<file path="src/rtl/serial_adder_dec.sv">
// rtl/serial_adder_dec.sv - LSB-first bit-serial add/subtract unit built on a 3-to-8 minterm decoder.
// Define SERIAL_ADDER_OVF_EN to add the signed-overflow output ovf.
module serial_adder_dec #(
   parameter  int WIDTH = 8,
   localparam int CNT_W = $clog2(WIDTH)
) (
   input  logic             clk,
   input  logic             rst_n,
   input  logic             start,
   input  logic [WIDTH-1:0] a,
   input  logic [WIDTH-1:0] b,
   input  logic             cin,
   input  logic             sub,
   output logic             busy,
   output logic             done,
   output logic [WIDTH-1:0] sum,
   output logic             cout
`ifdef SERIAL_ADDER_OVF_EN
   ,
   output logic             ovf
`endif
);

   typedef enum logic [1:0] {IDLE, RUN, DONE} state_t;

   localparam logic [CNT_W-1:0] LAST = CNT_W'(WIDTH - 1);

   state_t           state;
   logic [WIDTH-1:0] a_sr;
   logic [WIDTH-1:0] b_sr;
   logic             carry;
   logic [CNT_W-1:0] cnt;
   logic [7:0]       m;
   logic             s_bit;
   logic             c_bit;

   // Single minterm decoder shared by the sum and carry functions.
   always_comb begin
      m        = 8'd0;
      m[{a_sr[0], b_sr[0], carry}] = 1'b1;
      s_bit    = m[1] | m[2] | m[4] | m[7];
      c_bit    = m[3] | m[5] | m[6] | m[7];
   end

   always_ff @(posedge clk or negedge rst_n) begin
      if (!rst_n) begin
         state <= IDLE;
         busy  <= 1'b0;
         done  <= 1'b0;
         sum   <= '0;
         cout  <= 1'b0;
         carry <= 1'b0;
         cnt   <= '0;
         a_sr  <= '0;
         b_sr  <= '0;
`ifdef SERIAL_ADDER_OVF_EN
         ovf   <= 1'b0;
`endif
      end else begin
         case (state)
            IDLE, DONE: begin
               done <= 1'b0;
               if (start) begin
                  // Subtract is A + ~B + 1, so cin is replaced by a forced carry.
                  a_sr  <= a;
                  b_sr  <= sub ? ~b : b;
                  carry <= sub ? 1'b1 : cin;
                  cnt   <= '0;
                  busy  <= 1'b1;
                  state <= RUN;
               end else begin
                  state <= IDLE;
               end
            end
            RUN: begin
               a_sr  <= a_sr >> 1;
               b_sr  <= b_sr >> 1;
               carry <= c_bit;
               sum   <= {s_bit, sum[WIDTH-1:1]};
               cnt   <= cnt + 1'b1;
               if (cnt == LAST) begin
                  busy  <= 1'b0;
                  done  <= 1'b1;
                  cout  <= c_bit;
`ifdef SERIAL_ADDER_OVF_EN
                  // carry still holds the carry into the MSB during the last step.
                  ovf   <= carry ^ c_bit;
`endif
                  state <= DONE;
               end
            end
            default: state <= IDLE;
         endcase
      end
   end

endmodule

</file>
<file path="config.mk">
export PLATFORM = sky130hd
export DESIGN_NAME = serial_adder_dec
export DESIGN_NICKNAME = d
export VERILOG_FILES = /design/src/rtl/serial_adder_dec.sv
export SDC_FILE = /design/constraint.sdc
export NUM_CORES = 1
export LEC_CHECK = 0
export BUFFER_PORTS_ARGS = -buffer_cell sky130_fd_sc_hd__buf_2
export CORE_AREA = 2 2 59 61
export DETAILED_ROUTE_END_ITERATION = 10
export DIE_AREA = 0 0 61 63
export PLACE_DENSITY = 0.82
export SLEW_MARGIN = 0
export SYNTH_ARGS = -nofsm -noshare
export SYNTH_HDL_FRONTEND = slang
export SYNTH_SLANG_ARGS = --single-unit
</file>
<file path="constraint.sdc">
create_clock -name clk -period 1.2 [get_ports clk]
set_input_delay 0.18 -clock clk [delete_from_list [all_inputs] [get_ports clk]]
set_output_delay 0.18 -clock clk [all_outputs]
set_load 0.02 [all_outputs]
</file>
; ---- Word-level counts from Yosys, hierarchy flattened
; Cells that the tools add are included.
[word_totals]
out_inout_bits = 11
reg_bits = 33
elab_cells = 52
inputBits = 21
[op_classes]
n_bitwise = 7
n_reduce_logical = 8
n_lt_le_gt_ge = 2
add_sub_neg = 1
n_eq_ne = 5
muxes = 20
[ops]
columns = operator, n
row1 = one-hot mux 8 bit (2 select lines), 2
row2 = 2-to-1 mux 8 bit, 3
row3 = inverter 8 bit, 1
row4 = 2-to-1 mux 1 bit, 7
row5 = bitwise OR 1 bit, 6
row6 = one-hot mux 1 bit (2 select lines), 3
row7 = one-hot mux 3 bit (2 select lines), 1
row8 = AND reduction 2 bit, 3
row9 = "< comparator 3 x 4 -> 1 bit, second input constant", 1
row10 = "!= test 2 bit, second input constant", 2
row11 = one-hot mux 2 bit (2 select lines), 1
row12 = "adder 3 x 1 -> 3 bit, second input constant", 1
row13 = demux 1 bit (select 3 bit), 1
row14 = "equality test 3 bit, second input constant", 1
row15 = "greater-or-equal comparator 3 x 1 -> 1 bit, second input constant", 1
row16 = 2-to-1 mux 3 bit, 1
row17 = AND reduction 3 bit, 1
row18 = "equality test 2 x 1 -> 1 bit, second input constant", 1
row19 = "equality test 2 bit, second input constant", 1
row20 = zero test 2 bit, 1
row21 = 2-to-1 mux 2 bit, 1
row22 = nonzero test 2 bit, 1
row23 = OR reduction 2 bit, 1
row24 = logical AND 1 bit, 1

; ---- Depth between registers and ports, before layout
; Gate-level depths: netlist of the first run.
[depth]
ltp_word = 8
mapped_depth = 5
depth_no_buf = 4

; ---- Worst setup path before layout of the first run
; Ideal clock, no wire load.
[synth_timing]
path_type = register -> register
from = register cnt[0]
to = register cout
period_less_slack_ns = 1.263
path_stages_with_launch = 5
path_slack_ns = -0.063
required_time_ns = 1.075
arrival_ns = 1.138
n_path_buf = 0
path_cell_list = dfrtp_1 ha_1 ha_1 nand2_1 mux2_4
[synth_via]
elab_chain_len = 2
[synth_rtl]
columns = item, line_no
row1 = from (decl), 32  ; logic [CNT_W-1:0] cnt;
row2 = from (signal assigned), 80  ; cnt <= cnt + 1'b1;
row3 = equality test 3 bit, 81  ; if (cnt == LAST) begin
row4 = AND reduction 2 bit (no source line), --
row5 = to (signal assigned), 84  ; cout <= c_bit;
row6 = to (decl), 17  ; output logic cout
; No other way between the ends.
; A chain may end at the register's enable or synchronous reset.

; ---- Worst setup path after layout of the first run
[layout_timing]
from = register state[1]
to = register cout
[layout_via]
elab_chain_len = 2
[layout_rtl]
columns = item, line_no
row1 = from (decl), 28  ; state_t state;
row2 = from (signal assigned), 47  ; state <= IDLE;
row3 = from (signal assigned), 70  ; state <= RUN;
row4 = from (signal assigned), 72  ; state <= IDLE;
row5 = equality test 2 x 1 -> 1 bit, 60  ; case (state)
row6 = AND reduction 2 bit (no source line), --
; No other way between the ends.

==> results of run 1 <==
how the worst max path moves through the flow:
stage / endpoint / depth (start not counted) / slack, ns / from
floorplan: b_sr[5] / 4 / -0.01 / state[0]
CTS: b_sr[4] / 4 / -0.06 / state[1]
finish: cout / 4 / -0.09 / state[1]
global placement: a_sr[7] / 4 / -0.36 / state[0]
global route: cout / 4 / -0.13 / state[1]
detailed placement: a_sr[7] / 4 / -0.46 / state[0]
repair_timing:
item | in CTS | in global routing
setup buffers | 5 | 2
gates resized for setup | 16 | 5
pin swaps | 5 | 10
hold endpoints to repair | 33 | 0
endpoints found under the setup margin | 31 | 32
cloned | 3 | 0
hold buffers | 1 | 0
layout make-up:
cell class | instances | area, um^2
fill | 260 | 1290
sequential | 33 | 826
multi-input combinational | 66 | 627
timing repair buffer | 48 | 370
tap | 46 | 57.6
clock buffer | 7 | 55.1
inverter | 2 | 7.51
layout by cell type (no fill, tap or decap), drive strengths merged:
cell,synthesis,routed
xor2,1,1
nor2,10,11
clkbuf,1,7
a22o,11,11
inv,2,2
dfrtp,33,33
o21ai,1,1
buf,7,47
o21a,1,1
mux2,10,10
fa,1,1
a21o,8,8
nor2b,3,3
ha,2,2
dlygate4sd3,0,1
nand2,1,1
nand2b,1,1
a221o,8,8
xnor2,7,7
metrics by stage:
step | worst slack (ns) | instances | hold slack, ns | TNS [ns] | total power, mW
2_1_floorplan | -0.0136 | 108 | -0.116 | -0.143 | 3.54
3_3_place_gp | -0.355 | 184 | 0.215 | -7.47 | 3.96
3_5_place_dp | -0.457 | 184 | 0.220 | -9.73 | 4.10
4_1_cts | -0.0647 | 200 | 0.0690 | -1.28 | 5.39
5_1_grt | -0.134 | 202 | 0.0786 | -2.63 | 5.87
6_report | -0.0933 | 202 | 0.0801 | -1.67 | 5.52
layer usage:
metal  up-vias  share of wire [%]  global-route usage [%]
met4         0                1.5                    5.71
met5         -                  0                       0
li1        492                  -                       -
met1       505                 42                    20.4
met3         5                4.8                    5.59
met2        32                 52                    28.2
where the power goes:
part | total [mW] | leakage [nW] | switching, mW | internal (mW)
registers | 1.98 | 0.407 | 0.340 | 1.64
logic | 2.93 | 0.551 | 1.24 | 1.70
clock network | 0.609 | 0.0314 | 0.333 | 0.276
total | 5.52 | 0.989 | 1.91 | 3.61
cells by family (layout without fill, tap and decap cells):
logic type	after synthesis	count (layout)
adder cells (fa/ha/maj)	3	3
multiplexers	10	10
flip-flops	33	33
AO/OA/AOI/OAI	29	29
AND/OR/NAND/NOR	15	16
XOR/XNOR	8	8
buffers and inverters	10	57
flip-flops by register name, summed over array words and instances, names as in the netlist, 2 cells and up:
signal and flops:
b_sr 8, sum 8, a_sr 8, cnt 3, state 2
==> summary.md, run 1 <==
| Metric | Value |
|---|---|
| Initial antenna violation count | `0` |
| Synth Area in Adders | `3.11%` |
| Simple-Gate Fraction of Synth Area | `5.10%` |
| Worst r2r src | `state[1]` |
| Failing checks | `negative setup slack` |
| Seq/Total Area, Yosys | `57.1%` |
| Final worst slack | `-0.0933 ns` |
| Max Slew Vio Count | `0` |
| Routed len/inst | `14.4 um` |
| Tmin final | `1.29 ns` |
| Asr flop ratio synth | `100%` |
| Core Box Area | `3230 um^2` |
| CP Data Arrival Time | `1.51 ns` |
| Pre-antenna DRT Iters | `4` |
| Net Count, Synth | `132` |
| Number of routed nets with antenna violations | `0` |
| Slowest CP cell | `dfrtp_1` |
| CP Data Required Time | `1.42 ns` |
| Share of cells above drive strength 1 | `46.2%` |
| Max-cap viol count | `0` |
| Yosys warns | `0` |
| Post-synth top area share | `57.1%` |
| DR vias | `1034` |
| Nets | `180` |
| Crit Path Category | `reg -> reg` |
| Crit-path cells | `nor2b_4 -> buf_12 -> nand2_4 -> mux2_4` |
| Final Hold Viols | `0` |
| CP Buf/Inv Count | `1` |
| Overall routed net length | `2910 um` |
| # setup viols final | `27` |
| Hold_sp | `a[7]` |
| Reg-to-Reg End | `cout` |
| Hold depth | `2` |
| RSZ-0062 raised after global routing | `yes` |
| Post-synthesis mux area share | `8.04%` |
| EDFF count, synth | `0` |
| Reg2Reg Setup Slack | `-0.09 ns` |
| Initial Util | `44.8%` |
| Reg2Reg Depth | `4` |
| Vias per Instance | `5.12` |
| Crit-path max cell delay | `0.42 ns` |
| CTS tree | `yes` |
| Synth Area in Compound Gates | `17.2%` |
| Top delay family on crit path | `flip-flops` |
| Residual overflow from global routing | `0` |
| Netlist cell types | `21` |
| Max FO, Critical Path | `14` |
| Largest net degree at the start of global routing | `34` |
| Worst hold-check path type | `in -> reg` |
| LEAKAGE | `0.989 nW` |
| Xor and xnor area share after synthesis | `4.84%` |
| Slew headroom | `73.2%` |
| Syn_area_per_cell | `13.4 um^2` |
| Post-Syn Instances | `108` |
| Die width | `61 um` |
| Final GP Congestion | `0.735` |
| Fin util | `60.1%` |
| Largest family of logic cells by synthesized area | `compound AO/OA/AOI/OAI gates` |
| FMAX | `773 MHz` |
| Power Dens Cells | `2840 nW/um^2` |
| Synth cell count leaders | `33 x dfrtp_1, 11 x a22o_1, 10 x nor2_1` |
| Worst Max-Slew Pin Slew | `0.402 ns` |
| Ranking of synthesized cells by area | `dfrtp_1 57%, mux2_2 7.0%, a22o_1 6.7%, a221o_1 5.5%, xnor2_1 4.2%` |
| Clk slew on worst S/H paths | `0.09 ns` |
| Top-count cell post-synth | `dfrtp_1` |
| CTS buffer count | `5` |
| Final Skew | `0.00735 ns` |
| Worst Setup Start Kind | `register` |
| Chip height | `63 um` |
| Tot GR Track Use | `17.0%` |
| Top-level port count | `32` |
| Area growth syn-to-layout | `34.3%` |
| Area leader, netlist | `dfrtp_1` |
| Netlist Area Pre-Place | `1450 um^2` |
| DP HPWL | `1790 um` |
| CTS max path bufs | `2` |
| DRT iter0 DRCs | `23` |
| Final Cycle Share | `108%` |
| Die area | `3840 um^2` |
| CP endpoint kind | `register` |
| Site Rows | `21` |
| VDD IR max | `0.898 mV` |
| Clock Tree Root | `clkbuf_4` |
| DRC errors left | `0` |
| Vias in the first global route | `1007` |
| Antenna Cells | `0` |
| #FFs+latches synth | `33` |
| Final instance area | `1940 um^2` |
| H-Tree Level Count | `2` |
| Status | `complete, but fails checks` |
| Most common flop cell mapped by yosys | `dfrtp_1` |
| CTS Sinks | `33` |
| PortBufs | `31` |
| DP Area | `1680 um^2` |
| Later-pin clock latency in the skew report | `0.33 ns` |
| Worst Hold Path EP | `a_sr[7]` |
| First-pass GRT wire length | `4710 um` |
(Power assumes the default switching activity.)
==> run 2: changes to the inputs <==
--- a/config.mk
+++ b/config.mk
@@ -5,11 +5,12 @@
 export SDC_FILE = /design/constraint.sdc
 export NUM_CORES = 1
 export LEC_CHECK = 0
+export ABC_AREA = 1
 export BUFFER_PORTS_ARGS = -buffer_cell sky130_fd_sc_hd__buf_2
-export CORE_AREA = 2 2 59 61
+export CORE_AREA = 2 2 71 73
 export DETAILED_ROUTE_END_ITERATION = 10
-export DIE_AREA = 0 0 61 63
-export PLACE_DENSITY = 0.82
+export DIE_AREA = 0 0 73 75
+export PLACE_DENSITY = 0.67
 export SLEW_MARGIN = 0
 export SYNTH_ARGS = -nofsm -noshare
 export SYNTH_HDL_FRONTEND = slang
==> summary.md, run 2 <==
| Metric | Value |
|---|---|
| Reg-to-Reg End | `carry` |
| VDD IR max | `0.747 mV (-17%)` |
| CTS max path bufs | `2 (unchanged)` |
| Post-Syn Instances | `198 (+83%)` |
| FMAX | `889 MHz (+15%)` |
| Crit-path max cell delay | `0.45 ns (+0.03 ns)` |
| Final GP Congestion | `0.758 (+3.2%)` |
| Pre-antenna DRT Iters | `4 (unchanged)` |
| Netlist cell types | `20 (-4.8%)` |
| Power Dens Cells | `2500 nW/um^2 (-12%)` |
| Largest family of logic cells by synthesized area | `simple AND/OR/NAND/NOR gates` |
| Area leader, netlist | `dfrtp_1` |
| Chip height | `75 um (+19%)` |
| Placed insts | `283 (+54%)` |
| Hold_sp | `a[7]` |
| CTS Sinks | `33 (unchanged)` |
| Tmin final | `1.12 ns (-0.169 ns)` |
| CP Buf/Inv Count | `0 (-1)` |
| RSZ-0062 raised after global routing | `no` |
| Initial Util | `34.5% (-10 points)` |
| CP Data Required Time | `1.37 ns (-0.05 ns)` |
| Xor and xnor area share after synthesis | `0% (-4.8 points)` |
| CP endpoint kind | `register` |
| Clock Tree Root | `clkbuf_8` |
| Most common cell after layout, fill and taps aside | `nand2_1` |
| Asr flop ratio synth | `100% (unchanged)` |
| Yosys warns | `0 (unchanged)` |
| Top-level port count | `32 (unchanged)` |
| # fillers | `491 (+89%)` |
| Final setup TNS | `0 ns (+1.67 ns)` |
| Hold depth | `3 (+1)` |
| Synth Area in Compound Gates | `3.03% (-14 points)` |
| Nets | `261 (+45%)` |
| Post-synthesis mux area share | `0% (-8.0 points)` |
| Netlist Area Pre-Place | `1610 um^2 (+11%)` |
| Crit Path Category | `reg -> reg` |
| Synth Area in Adders | `2.80% (-0.31 points)` |
| DP HPWL | `2420 um (+35%)` |
| Synth cell count leaders | `76 x nand2_1, 37 x nand3_1, 33 x dfrtp_1` |
| Die area | `5480 um^2 (+42%)` |
| Final Hold Viols | `0 (unchanged)` |
| Simple-Gate Fraction of Synth Area | `33.6% (+28 points)` |
| H-Tree Level Count | `2 (unchanged)` |
| Setup WS pre-CTS | `0.0618 ns (+0.518 ns)` |
| Tot GR Track Use | `13.7% (-3.3 points)` |
| Die width | `73 um (+20%)` |
| Area growth syn-to-layout | `21.2%` |
| Overall routed net length | `3210 um (+10%)` |
| Total power | `4.88 mW (-12%)` |
| Residual overflow from global routing | `0 (unchanged)` |
| Slowest CP cell | `fa_1` |
| Final Skew | `0.00588 ns (-0.00147 ns)` |
| Worst Hold Path EP | `a_sr[7]` |
| EDFF count, synth | `0 (unchanged)` |
| Crit-path cells | `fa_1 -> nand2_1 -> nand3_1` |
| # setup viols final | `0 (-100%)` |
| Initial antenna violation count | `0 (unchanged)` |
| Later-pin clock latency in the skew report | `0.28 ns (-0.05 ns)` |
| Vias in the first global route | `1320 (+31%)` |
| DR vias | `1328 (+28%)` |
| CP Data Arrival Time | `1.29 ns (-0.22 ns)` |
| DRC errors left | `0 (unchanged)` |
| Core Box Area | `4660 um^2 (+44%)` |
| Max-cap viol count | `0 (unchanged)` |
| Worst Max-Slew Pin Slew | `0.394 ns (-0.00877 ns)` |
| Syn_area_per_cell | `8.13 um^2 (-39%)` |
| Post-synth top area share | `51.3% (-5.8 points)` |
| Reg2Reg Setup Slack | `0.08 ns (+0.17 ns)` |
| Largest net degree at the start of global routing | `20 (-41%)` |
| Net Count, Synth | `222 (+68%)` |
| Vias per Instance | `4.58 (-11%)` |
| Worst hold-check path type | `in -> reg` |
| Most common flop cell mapped by yosys | `dfrtp_1` |
| Min Hold Slack | `0.0970 ns (+0.0169 ns)` |
| Max FO, Critical Path | `2 (-12)` |
| Top delay family on crit path | `adder cells` |
| Reg2Reg Depth | `3 (-1)` |
| CTS buffer count | `5 (unchanged)` |
| CTS tree | `yes` |
| Max Slew Vio Count | `0 (unchanged)` |
| LEAKAGE | `1.07 nW (+8.6%)` |
| Seq/Total Area, Yosys | `51.3% (-5.8 points)` |
| Top Registers | `a_sr x8, b_sr x8, sum x8` |
| Final std cells w/o fill | `290 (+44%)` |
| Status | `complete, no violations` |
| Top-count cell post-synth | `nand2_1` |
| Worst Setup Start Kind | `register` |
| Share of cells above drive strength 1 | `23.7% (-22 points)` |
| Number of routed nets with antenna violations | `0 (unchanged)` |
| Clk slew on worst S/H paths | `0.06 ns (-0.03 ns)` |
| Slew headroom | `73.8% (+0.58 points)` |
| First-pass GRT wire length | `5650 um (+20%)` |
| #FFs+latches synth | `33 (unchanged)` |
| Ranking of synthesized cells by area | `dfrtp_1 51%, nand2_1 18%, nand3_1 12%, inv_1 4.7%, buf_4 1.9%` |
| DRT iter0 DRCs | `89 (+290%)` |
| Final worst slack | `0.0757 ns (+0.169 ns)` |
| Routed len/inst | `11.1 um (-23%)` |
| Antenna Cells | `0 (unchanged)` |
| Final Cycle Share | `93.7% (-14 points)` |
| Site Rows | `25 (+19%)` |
| Worst r2r src | `a_sr[0]` |
| Most frequent cells in the layout | `76 x nand2_1, 37 x nand3_1, 33 x dfrtp_1` |
| PortBufs | `31 (unchanged)` |
| Post-CTS Setup Bufs | `0 (-5)` |
==> run 2: cell count changes after synthesis, moves of 3 or more <==
cell / previous run / this run
mux2_2: 9 / 0
a22o_1: 11 / 0
o21ai_0: 1 / 4
nor2_1: 10 / 4
o21ai_1: 0 / 3
nand3_1: 0 / 37
inv_1: 2 / 20
a221o_1: 8 / 0
a21o_1: 8 / 0
xnor2_1: 7 / 0
buf_4: 0 / 4
nand2_1: 1 / 76
inv_2: 0 / 3
==> run 2: area by class of cell <==
| class | count | area [um^2] | share of cell area, % |
|---|---|---|---|
| Tap cell | 54 | 67.6 | 3.46 |
| Clock inverter | 1 | 5.00 | 0.257 |
| Sequential cell | 33 | 826 | 42.3 |
| Timing Repair Buffer | 40 | 250 | 12.8 |
| Multi-Input combinational cell | 134 | 644 | 33.0 |
| Clock buffer | 5 | 68.8 | 3.53 |
| Inverter | 23 | 88.8 | 4.55 |
==> run 2: stage by stage <==
stage	util, %	area, um^2
3_3_place_gp	39.8	1850
4_1_cts	41.6	1940
3_5_place_dp	39.8	1850
5_1_grt	41.9	1950
2_1_floorplan	-	1610
6_report	41.9	1950
==> run 2: worst max path at each step <==
stage	start	endpoint	slack [ns]	depth (start not counted)
3_3_place_gp	a_sr[0]	carry	0.08	3
3_5_place_dp	state[0]	a_sr[6]	0.06	6
4_1_cts	state[0]	a_sr[6]	0.05	6
2_1_floorplan	a_sr[0]	carry	0.13	3
6_report	a_sr[0]	carry	0.08	3
5_1_grt	cnt[0]	cout	0.01	6
==> run 2: worst min-delay path, delay by kind of cell <==
kind / cells / cell delay, ns
simple gates: 2 / 0.09
buf+inv: 1 / 0.07
==> run 2: report_power, final <==
group | internal (mW) | total, mW | switching, mW
clock network | 0.381 | 0.753 | 0.372
registers | 1.63 | 1.94 | 0.314
logic | 0.869 | 2.19 | 1.32
==> run 2: logic make-up (layout without fill, tap and decap cells) <==
| family | count (synthesis) | count (layout) |
|---|---|---|
| flops | 33 | 33 |
| simple gates | 122 | 122 |
| fa+ha+maj | 3 | 3 |
| compound gates | 9 | 9 |
| buf+inv | 31 | 69 |
==> run 2: per-layer routing <==
layer / up-vias / global-route usage [%] / routed length [um]
met5: - / 0 / 0
met4: 0 / 7.82 / 75
met3: 6 / 3.88 / 137
met2: 28 / 21.2 / 1550
met1: 607 / 17.3 / 1450
li1: 687 / - / -
==> run 2: repair_timing <==
action	4_1_cts	5_1_grt
resized for setup	0	4
endpoints found under the hold margin	15	0
endpoints found under the setup margin	0	10
hold buffers	1	0
